<file path="config.mk">
export PLATFORM = sky130hd
export DESIGN_NAME = modmul_sequencer_flat
export DESIGN_NICKNAME = d
export VERILOG_FILES = /design/src/rtl/modmul_sequencer_if.sv /design/src/rtl/modmul_sequencer.sv /design/src/flat_wrapper.sv
export SDC_FILE = /design/constraint.sdc
export NUM_CORES = 1
export LEC_CHECK = 0
export BUFFER_PORTS_ARGS = -buffer_cell sky130_fd_sc_hd__buf_2
export CORE_AREA = 2 2 275 277
export CTS_CLUSTER_DIAMETER = 120
export DETAILED_ROUTE_END_ITERATION = 8
export DIE_AREA = 0 0 277 279
export GPL_TIMING_DRIVEN = 1
export PLACE_DENSITY = 0.65
export SLEW_MARGIN = 20
export SYNTH_ARGS = -nofsm -noshare
export SYNTH_HDL_FRONTEND = slang
export SYNTH_SLANG_ARGS = --single-unit
</file>
<file path="constraint.sdc">
create_clock -name clk_i -period 5.9 [get_ports clk_i]
set_input_delay 0.59 -clock clk_i [delete_from_list [all_inputs] [get_ports clk_i]]
set_output_delay 0.59 -clock clk_i [all_outputs]
set_load 0.02 [all_outputs]
</file>
<file path="src/rtl/modmul_sequencer_if.sv">
// Handshake bundle for the modular multiply sequencer:
// host request/result plus the doubling and addition unit links.
interface modmul_sequencer_if;
  logic        start_i;
  logic        clear_i;
  logic [63:0] a_i;
  logic [63:0] b_i;
  logic [63:0] p_i;
  logic        busy_o;
  logic        done_o;
  logic        err_o;
  logic [63:0] result_o;
  logic        dbl_start_o;
  logic [63:0] dbl_a_o;
  logic [63:0] dbl_p_o;
  logic        dbl_finish_i;
  logic [63:0] dbl_result_i;
  logic        add_start_o;
  logic [63:0] add_a_o;
  logic [63:0] add_b_o;
  logic [63:0] add_p_o;
  logic        add_finish_i;
  logic [63:0] add_result_i;

  modport master (
    output start_i, clear_i, a_i, b_i, p_i,
    output dbl_finish_i, dbl_result_i,
    output add_finish_i, add_result_i,
    input  busy_o, done_o, err_o, result_o,
    input  dbl_start_o, dbl_a_o, dbl_p_o,
    input  add_start_o, add_a_o, add_b_o, add_p_o
  );

  modport slave (
    input  start_i, clear_i, a_i, b_i, p_i,
    input  dbl_finish_i, dbl_result_i,
    input  add_finish_i, add_result_i,
    output busy_o, done_o, err_o, result_o,
    output dbl_start_o, dbl_a_o, dbl_p_o,
    output add_start_o, add_a_o, add_b_o, add_p_o
  );
endinterface

</file>
<file path="src/rtl/modmul_sequencer.sv">
// Double-and-add (A*B) mod P sequencer, MSB first over B,
// driving external modular doubling and addition units.
module modmul_sequencer #(
  parameter bit SKIP_LEADING_ZEROS = 1'b1
) (
  input logic               clk_i,
  input logic               rst_ni,
  modmul_sequencer_if.slave bus
);

  typedef enum logic [2:0] {
    IDLE, CHECK, DBL, ADD, NEXT, DONE
  } state_e;

  state_e      state_q;
  logic [63:0] a_q, b_q, p_q, r_q, res_q;
  logic [5:0]  idx_q, idx_d;
  logic        busy_q, done_q, err_q;
  logic        dbl_start_q, add_start_q;
  logic [63:0] dbl_a_q, dbl_p_q;
  logic [63:0] add_a_q, add_b_q, add_p_q;

  always_comb begin
    idx_d = 6'd63;
    if (SKIP_LEADING_ZEROS) begin
      idx_d = '0;
      for (int k = 0; k < 64; k++)
        if (b_q[k]) idx_d = 6'(k);
    end
  end

  always_ff @(posedge clk_i or negedge rst_ni) begin
    if (!rst_ni) begin
      state_q     <= IDLE;
      a_q         <= '0;
      b_q         <= '0;
      p_q         <= '0;
      r_q         <= '0;
      res_q       <= '0;
      idx_q       <= '0;
      busy_q      <= 1'b0;
      done_q      <= 1'b0;
      err_q       <= 1'b0;
      dbl_start_q <= 1'b0;
      dbl_a_q     <= '0;
      dbl_p_q     <= '0;
      add_start_q <= 1'b0;
      add_a_q     <= '0;
      add_b_q     <= '0;
      add_p_q     <= '0;
    end else begin
      done_q <= 1'b0;
      // Abort wins over everything, including a start in IDLE.
      if (bus.clear_i) begin
        state_q     <= IDLE;
        busy_q      <= 1'b0;
        dbl_start_q <= 1'b0;
        add_start_q <= 1'b0;
      end else begin
        unique case (state_q)
          IDLE: begin
            if (bus.start_i) begin
              a_q     <= bus.a_i;
              b_q     <= bus.b_i;
              p_q     <= bus.p_i;
              r_q     <= '0;
              busy_q  <= 1'b1;
              state_q <= CHECK;
            end
          end
          CHECK: begin
            if (p_q == '0 || a_q >= p_q || b_q == '0) begin
              err_q   <= (p_q == '0 || a_q >= p_q);
              res_q   <= '0;
              done_q  <= 1'b1;
              busy_q  <= 1'b0;
              state_q <= DONE;
            end else begin
              idx_q       <= idx_d;
              dbl_start_q <= 1'b1;
              dbl_a_q     <= r_q;
              dbl_p_q     <= p_q;
              state_q     <= DBL;
            end
          end
          DBL: begin
            if (bus.dbl_finish_i) begin
              r_q         <= bus.dbl_result_i;
              dbl_start_q <= 1'b0;
              if (b_q[idx_q]) begin
                add_start_q <= 1'b1;
                add_a_q     <= bus.dbl_result_i;
                add_b_q     <= a_q;
                add_p_q     <= p_q;
                state_q     <= ADD;
              end else begin
                state_q <= NEXT;
              end
            end
          end
          ADD: begin
            if (bus.add_finish_i) begin
              r_q         <= bus.add_result_i;
              add_start_q <= 1'b0;
              state_q     <= NEXT;
            end
          end
          NEXT: begin
            if (idx_q == '0) begin
              res_q   <= r_q;
              err_q   <= 1'b0;
              done_q  <= 1'b1;
              busy_q  <= 1'b0;
              state_q <= DONE;
            end else begin
              idx_q       <= idx_q - 6'd1;
              dbl_start_q <= 1'b1;
              dbl_a_q     <= r_q;
              dbl_p_q     <= p_q;
              state_q     <= DBL;
            end
          end
          DONE:    state_q <= IDLE;
          default: state_q <= IDLE;
        endcase
      end
    end
  end

  assign bus.busy_o      = busy_q;
  assign bus.done_o      = done_q;
  assign bus.err_o       = err_q;
  assign bus.result_o    = res_q;
  assign bus.dbl_start_o = dbl_start_q;
  assign bus.dbl_a_o     = dbl_a_q;
  assign bus.dbl_p_o     = dbl_p_q;
  assign bus.add_start_o = add_start_q;
  assign bus.add_a_o     = add_a_q;
  assign bus.add_b_o     = add_b_q;
  assign bus.add_p_o     = add_p_q;

endmodule

</file>
<file path="src/flat_wrapper.sv">
// flat-port wrapper written by rule: the top's interface ports become plain ports
module modmul_sequencer_flat 
#(
  parameter bit SKIP_LEADING_ZEROS = 1'b1
)
  (clk_i, rst_ni, bus_start_i, bus_clear_i, bus_a_i, bus_b_i, bus_p_i, bus_dbl_finish_i, bus_dbl_result_i, bus_add_finish_i, bus_add_result_i, bus_busy_o, bus_done_o, bus_err_o, bus_result_o, bus_dbl_start_o, bus_dbl_a_o, bus_dbl_p_o, bus_add_start_o, bus_add_a_o, bus_add_b_o, bus_add_p_o);
  modmul_sequencer_if bus_i ();
  input logic clk_i;
  input logic rst_ni;
  input wire logic [$bits(bus_i.start_i)-1:0] bus_start_i;
  input wire logic [$bits(bus_i.clear_i)-1:0] bus_clear_i;
  input wire logic [$bits(bus_i.a_i)-1:0] bus_a_i;
  input wire logic [$bits(bus_i.b_i)-1:0] bus_b_i;
  input wire logic [$bits(bus_i.p_i)-1:0] bus_p_i;
  input wire logic [$bits(bus_i.dbl_finish_i)-1:0] bus_dbl_finish_i;
  input wire logic [$bits(bus_i.dbl_result_i)-1:0] bus_dbl_result_i;
  input wire logic [$bits(bus_i.add_finish_i)-1:0] bus_add_finish_i;
  input wire logic [$bits(bus_i.add_result_i)-1:0] bus_add_result_i;
  output wire logic [$bits(bus_i.busy_o)-1:0] bus_busy_o;
  output wire logic [$bits(bus_i.done_o)-1:0] bus_done_o;
  output wire logic [$bits(bus_i.err_o)-1:0] bus_err_o;
  output wire logic [$bits(bus_i.result_o)-1:0] bus_result_o;
  output wire logic [$bits(bus_i.dbl_start_o)-1:0] bus_dbl_start_o;
  output wire logic [$bits(bus_i.dbl_a_o)-1:0] bus_dbl_a_o;
  output wire logic [$bits(bus_i.dbl_p_o)-1:0] bus_dbl_p_o;
  output wire logic [$bits(bus_i.add_start_o)-1:0] bus_add_start_o;
  output wire logic [$bits(bus_i.add_a_o)-1:0] bus_add_a_o;
  output wire logic [$bits(bus_i.add_b_o)-1:0] bus_add_b_o;
  output wire logic [$bits(bus_i.add_p_o)-1:0] bus_add_p_o;
  assign bus_i.start_i = bus_start_i;
  assign bus_i.clear_i = bus_clear_i;
  assign bus_i.a_i = bus_a_i;
  assign bus_i.b_i = bus_b_i;
  assign bus_i.p_i = bus_p_i;
  assign bus_i.dbl_finish_i = bus_dbl_finish_i;
  assign bus_i.dbl_result_i = bus_dbl_result_i;
  assign bus_i.add_finish_i = bus_add_finish_i;
  assign bus_i.add_result_i = bus_add_result_i;
  assign bus_busy_o = bus_i.busy_o;
  assign bus_done_o = bus_i.done_o;
  assign bus_err_o = bus_i.err_o;
  assign bus_result_o = bus_i.result_o;
  assign bus_dbl_start_o = bus_i.dbl_start_o;
  assign bus_dbl_a_o = bus_i.dbl_a_o;
  assign bus_dbl_p_o = bus_i.dbl_p_o;
  assign bus_add_start_o = bus_i.add_start_o;
  assign bus_add_a_o = bus_i.add_a_o;
  assign bus_add_b_o = bus_i.add_b_o;
  assign bus_add_p_o = bus_i.add_p_o;
  modmul_sequencer #(.SKIP_LEADING_ZEROS(SKIP_LEADING_ZEROS)) u_core (.clk_i(clk_i), .rst_ni(rst_ni), .bus(bus_i));
endmodule
</file>
==> flow_summary.yaml, run 1 <==
outcome:
  outcome: "finished, final reports clean"
clock_tree:
  clkTransAtPathRegs_ps: 60
  cts_setup_buffers: 0
  cts_resized: 0
  htree_levels: 3
  cts-root-buf: "clkbuf_16"
  cts_tree: "yes"
  clock_sinks: 654
  clkLatencyLatePin_ps: 630
  hold_buffers: 0
  cts_buffers: 73
  cts_buffer_depth: 3
layout:
  fillerInstances: 6575
  final_cell_mix: "713 x buf_2, 653 x dfrtp_1, 256 x mux2_2, 169 x mux2_4, 92 x nand2_1"
  multi_input_area_um2: 11500
  fin_cells: 3777
  fin_nets: 3137
  area_growth_pct: 24.1
  final_common_cell: "buf_2"
  drive_above_1_share_pct: 46.9
  seqCellArea_um2: 16400
  postLayoutCoreUtil_pct: 48.4
setup_path:
  cp.arrival_ps: 4920
  start_kind: "flip-flop"
  cp_max_fo: 59
  path_depth: 12
  crit_buf_inv: 2
  crit_path_end_kind: "flip-flop"
  cp_slowest_cell: "nor4_1"
  required_ps: 6400
  crit_path_cell_trace: "inv_1 -> ha_1 -> nand4_1 -> nor4_1 -> nand4_1 -> nor4_1 -> o21ai_0 -> nand3_2 -> o21ai_2 -> nand2_4 -> buf_12 -> mux2_1"
  reg2reg_depth: 12
  critPathTopFamily: "simple AND/OR/NAND/NOR gates"
  max_stage_delay_ps: 800
  path_class: "reg -> reg"
logic_synthesis:
  syn_nets: 2428
  synth_ff_type: "dfrtp_1"
  avgSynthCellArea_um2: 14.2
  syn_inst: 2036
  synth_area_leaders: "dfrtp_1 57%, mux2_2 10%, mux2_4 8.8%, mux2_1 3.4%, ha_1 2.9%"
  synthDistinctLibCells: 60
  synth-simple-area-share_pct: 4.30
  synth_compound_gate_area_share_pct: 6.67
  yosysTopAreaCellShare_pct: 56.6
  yosysTopAreaCell: "dfrtp_1"
  async_flop_share_pct: 100
  synth.area.mux_share_pct: 25.8
  synth-edff-count: 0
  synth-seq-cells: 654
  synth-xor-area-share_pct: 0
  yosysSeqAreaShare_pct: 56.6
  synth_top_family_by_area: "multiplexers"
  syn_area_um2: 28900
  synth-adder-area-share_pct: 2.86
  yosysWarningCount: 0
timing:
  max-slew-margin-rel_pct: 30.0
  maxSlewViolCount: 0
  setup_viol: 0
  hold_violations: 0
  layout_setup_ws_ps: 1480
  fin_crit_ps: 4420
  rsz0062_at_grt: "no"
  fin_skew_ps: 28.9
  worstMarginPinSlew_ps: 1050
  fin_setup_tns_ps: 0
  max_freq_ghz: 0.226
  finalCritPeriodShare_pct: 75.0
place:
  io_buffers: 714
  dp_cells: 3638
  dpl.hpwl_um: 65400
  gp_congestion: 0.886
  dp_slack_ps: 1340
flow_run:
  maxCapViolations: 0
floorplanning:
  die_height_um: 279
  start_util_pct: 39.0
  rows: 100
  ioPinCount: 715
  die_w_um: 277
  coreArea_um2: 74100
  die_area_um2: 77300
hold_path:
  hold_path_class: "in -> async"
power:
  seqPwrFrac_pct: 40.5
  p_clk_share_pct: 24.3
  comb_power_share_pct: 35.2
  switching_share_pct: 38.0
  leakage_uw: 0.0180
  p_total_uw: 19300
  p_per_area_nw_per_um2: 538
  vdd_drop_max_uv: 273
  p_int_uw: 11900
  switchingPower_uw: 7330
drt:
  dr_total_vias: 19900
  drc: 0
  ant_nets: 0
  viasPerCell: 5.27
  drt_iter0_markers: 1257
  wl_um: 88800
  detail_route.wl_per_cell_um: 23.5
  first_pass_iters: 5
grt:
  grt_use_total_pct: 22.7
  grt_max_degree: 179
  grt_antenna_before_repair: 10
  grt_pass1_vias: 21000
  grt.overflow.total: 0
  grt_pass1_wl_um: 135000
==> per-layer routing <==
| metal | wire, um | GRT usage (%) | vias up | part of all wire [%] |
|---|---|---|---|---|
| li1 | - | - | 8874 | - |
| met1 | 35800 | 27.9 | 10100 | 40 |
| met2 | 43400 | 38.6 | 798 | 49 |
| met3 | 6580 | 5.97 | 154 | 7.4 |
| met4 | 2890 | 7.94 | 10 | 3.3 |
| met5 | 64 | 0 | - | 0.072 |
==> logic make-up (layout without fill, tap and decap cells) <==
group,after synthesis,after routing
compound gates,263,263
fa+ha+maj,66,66
buf+inv,197,965
other cells,0,4
simple gates,260,260
flops,654,654
mux,596,596
==> synthesized netlist by cell type, types with 8 or more instances <==
library cell  number
dfrtp_1          654
mux2_2           256
mux2_4           169
nand2_1           94
inv_1             89
mux2_1            88
o31ai_1           71
a22o_1            66
ha_1              66
mux2i_1           66
clkbuf_1          56
nor2_1            48
nor4_1            38
a21oi_1           34
o21ai_0           28
buf_6             19
nand3_1           19
nor3_1            18
nand4_1           17
mux4_2            16
buf_2             12
buf_12            11
a21o_1             9
and3_1             8
==> power groups by stage <==
stage / Sequential [uW] / Combinational [uW] / Clock [uW]
finish: 7810 / 6790 / 4670
global route: 8030 / 7350 / 4990
CTS: 7790 / 6860 / 4790
detailed placement: 7850 / 6820 / 0
global placement: 7750 / 6690 / 0
floorplan: 8140 / 3810 / 0
==> stage by stage <==
stage          cell area [um2]  hold WS (ps)
3_3_place_gp             33300           468
3_5_place_dp             33300           478
6_report                 35900          53.2
2_1_floorplan            28900           294
4_1_cts                  35800          73.6
5_1_grt                  35900           109
==> flip-flops by register name (all words and copies together) (netlist names) <==
signal	flops
u_core.bus.add_start_o	1
u_core.b_q	64
u_core.bus.dbl_p_o	64
u_core.bus.err_o	1
u_core.state_q	3
u_core.bus.busy_o	1
u_core.p_q	64
u_core.bus.add_p_o	64
u_core.bus.add_b_o	64
u_core.bus.dbl_start_o	1
u_core.bus.dbl_a_o	64
u_core.idx_q	6
u_core.a_q	64
u_core.r_q	64
u_core.bus.add_a_o	64
u_core.bus.done_o	1
u_core.bus.result_o	64
==> worst paths after layout <==
| path | startpoint | endpoint | slack [ps] |
|---|---|---|---|
| worst max-delay path | u_core.p_q[60] | u_core.bus.dbl_p_o[30] | 1480 |
| worst min-delay path | rst_ni | u_core.bus.dbl_p_o[3] | 50 |
| worst max register to register | u_core.p_q[60] | u_core.bus.dbl_p_o[30] | 1480 |
| worst min register to register | u_core.bus.dbl_a_o[41] | u_core.bus.dbl_a_o[41] | 480 |
| max in group asynchronous | rst_ni | u_core.bus.result_o[20] | 4260 |
| min in group clk_i | bus_a_i[31] | u_core.a_q[31] | 200 |
==> layout make-up <==
class	instances	share of cell area, %
inverter	90	0.942
sequential	654	45.6
antenna	4	0.0279
clock inverter	34	1.16
multi-input combinational	1185	32.1
timing repair buffer	741	11.0
clock buffer	100	5.77
tap	969	3.38
Note: power is estimated with default switching activity, not from simulation.
==> inputs of run 2 (changes only) <==
Settings changed: CORE_AREA 2 2 275 277 to 2 2 277 279, DIE_AREA 0 0 277 279 to 0 0 279 281, PLACE_DENSITY 0.65 to 0.67.
Clock period 5.9 ns to 3.83 ns, I/O delays scaled along.
==> flow_summary.yaml, run 2 (synthesis gave the netlist of run 1 again) <==
drt:
  detail_route.wl_per_cell_um: 22.2
  first_pass_iters: 7
  drc: 0
  wl_um: 89700
  dr_total_vias: 21000
  viasPerCell: 5.21
  drt_iter0_markers: 1338
  ant_nets: 0
setup_path:
  start_kind: "flip-flop"
  path_class: "reg -> reg"
  cp.arrival_ps: 4210
  crit_path_end_kind: "flip-flop"
  cp_slowest_cell: "dfrtp_1"
  path_common_cell: "buf_4"
  crit_path_cell_trace: "ha_1 -> nand4_1 -> nor4_4 -> buf_4 -> nand4_1 -> nor4_2 -> buf_4 -> o311ai_2 -> nand3_2 -> buf_4 -> o21ai_1 -> a21o_2 -> buf_12 -> a22o_1"
  required_ps: 4310
  cp_max_fo: 49
  max_stage_delay_ps: 460
power:
  p_total_uw: 30200
  comb_power_share_pct: 36.1
  p_clk_share_pct: 24.1
  switching_share_pct: 37.3
  switchingPower_uw: 11300
  leakage_uw: 0.0192
  seqPwrFrac_pct: 39.9
  p_per_area_nw_per_um2: 783
  vdd_drop_max_uv: 405
  p_int_uw: 19000
layout:
  fin_cells: 4042
  postLayoutCoreUtil_pct: 51.1
  area_growth_pct: 33.4
  drive_above_1_share_pct: 45.1
  fin_nets: 3403
  fillerInstances: 6376
  final_common_cell: "buf_2"
  final_cell_mix: "713 x buf_2, 650 x dfrtp_1, 256 x mux2_2, 209 x dlygate4sd3_1, 169 x mux2_4"
outcome:
  outcome: "finished, final reports clean"
floorplanning:
  coreArea_um2: 75400
  die_w_um: 279
  rows: 101
  die_height_um: 281
  start_util_pct: 38.3
  die_area_um2: 78400
  ioPinCount: 715
place:
  io_buffers: 714
  dp_slack_ps: -423
  dpl.hpwl_um: 66200
  dp_cells: 3700
  gp_congestion: 0.912
clock_tree:
  clock_sinks: 654
  cts_buffer_depth: 3
  clkLatencyLatePin_ps: 620
  cts-root-buf: "clkbuf_16"
  htree_levels: 3
  cts_buffers: 73
  cts_tree: "yes"
  clkTransAtPathRegs_ps: 60
timing:
  layout_setup_ws_ps: 102
  fin_crit_ps: 3730
  hold_violations: 0
  fin_skew_ps: 32.5
  finalCritPeriodShare_pct: 97.3
  maxSlewViolCount: 0
  worstMarginPinSlew_ps: 959
  max_freq_ghz: 0.268
  max-slew-margin-rel_pct: 36.1
  setup_viol: 0
grt:
  grt_max_degree: 106
  grt.overflow.total: 0
  grt_pass1_vias: 22300
  grt_use_total_pct: 22.4
  grt_antenna_before_repair: 8
  grt_pass1_wl_um: 135000
flow_run:
  maxCapViolations: 0
hold_path:
  hold_path_class: "in -> reg"
==> run 2: critical path: cells and delay by family, from the launching register on <==
family | cells | cell delay [ps]
adders and majority gates | 1 | 350
buffers and inverters | 4 | 690
DFF | 1 | 460
and+or+nand+nor | 5 | 1230
AOI/OAI and AO/OA | 4 | 770
==> run 2: per-layer routing <==
layer | global-route usage, % | routed length (um) | up-vias
met5 | 0 | 16 | -
met2 | 37.8 | 43500 | 881
met1 | 27.4 | 35900 | 10600
met4 | 9.14 | 3300 | 2
li1 | - | - | 9382
met3 | 5.82 | 6940 | 186
==> run 2: layout make-up <==
type | count | area (um2) | area share [%]
Antenna cell | 4 | 10.0 | 0.0260
Clock buffer | 98 | 2100 | 5.45
Clock inverter | 26 | 383 | 0.993
Inverter | 90 | 338 | 0.876
Multi-Input combinational cell | 1185 | 11600 | 30.0
Sequential cell | 654 | 16400 | 42.5
Tap cell | 978 | 1220 | 3.17
Timing Repair Buffer | 1007 | 6570 | 17.0
==> run 2: worst paths after layout <==
| check | from | end | slack, ps | depth (start not counted) |
|---|---|---|---|---|
| setup reg to reg | u_core.a_q[63] | u_core.bus.result_o[23] | 100 | 14 |
| setup / recovery | u_core.a_q[63] | u_core.bus.result_o[23] | 100 | 14 |
| hold reg to reg | u_core.bus.dbl_p_o[15] | u_core.bus.dbl_p_o[15] | 480 | 1 |
| max in group asynchronous | rst_ni | u_core.bus.add_p_o[31] | 2250 | 4 |
| min in group asynchronous | rst_ni | u_core.a_q[63] | 460 | 2 |
| hold / removal | bus_a_i[55] | u_core.a_q[55] | 40 | 2 |
==> run 2: timing repair <==
item / in CTS / in global routing
gates resized for setup: 9 / 6
gates cloned: 0 / 0
endpoints found under the hold margin: 297 / 1
endpoints found under the setup margin: 201 / 182
pin swaps: 0 / 5
setup buffers: 0 / 5
hold buffers: 208 / 1
==> run 2: power by group through the flow <==
stage / clock (uW) / sequential [uW] / combinational (uW)
after floorplan: 0 / 12500 / 5880
after CTS: 7410 / 12000 / 10900
after detailed placement: 0 / 12100 / 10700
after global routing: 7710 / 12300 / 11800
final: 7270 / 12000 / 10900
after global placement: 0 / 11900 / 10400
==> run 2: per-stage QoR <==
step,cell area (um2),hold slack (ps),setup TNS (ps)
5_1_grt,38600,8.39,-27.1
4_1_cts,38500,0.231,0
3_3_place_gp,33900,469,-57790
3_5_place_dp,33900,475,-71870
6_report,38600,38.5,0
2_1_floorplan,28900,87.4,0
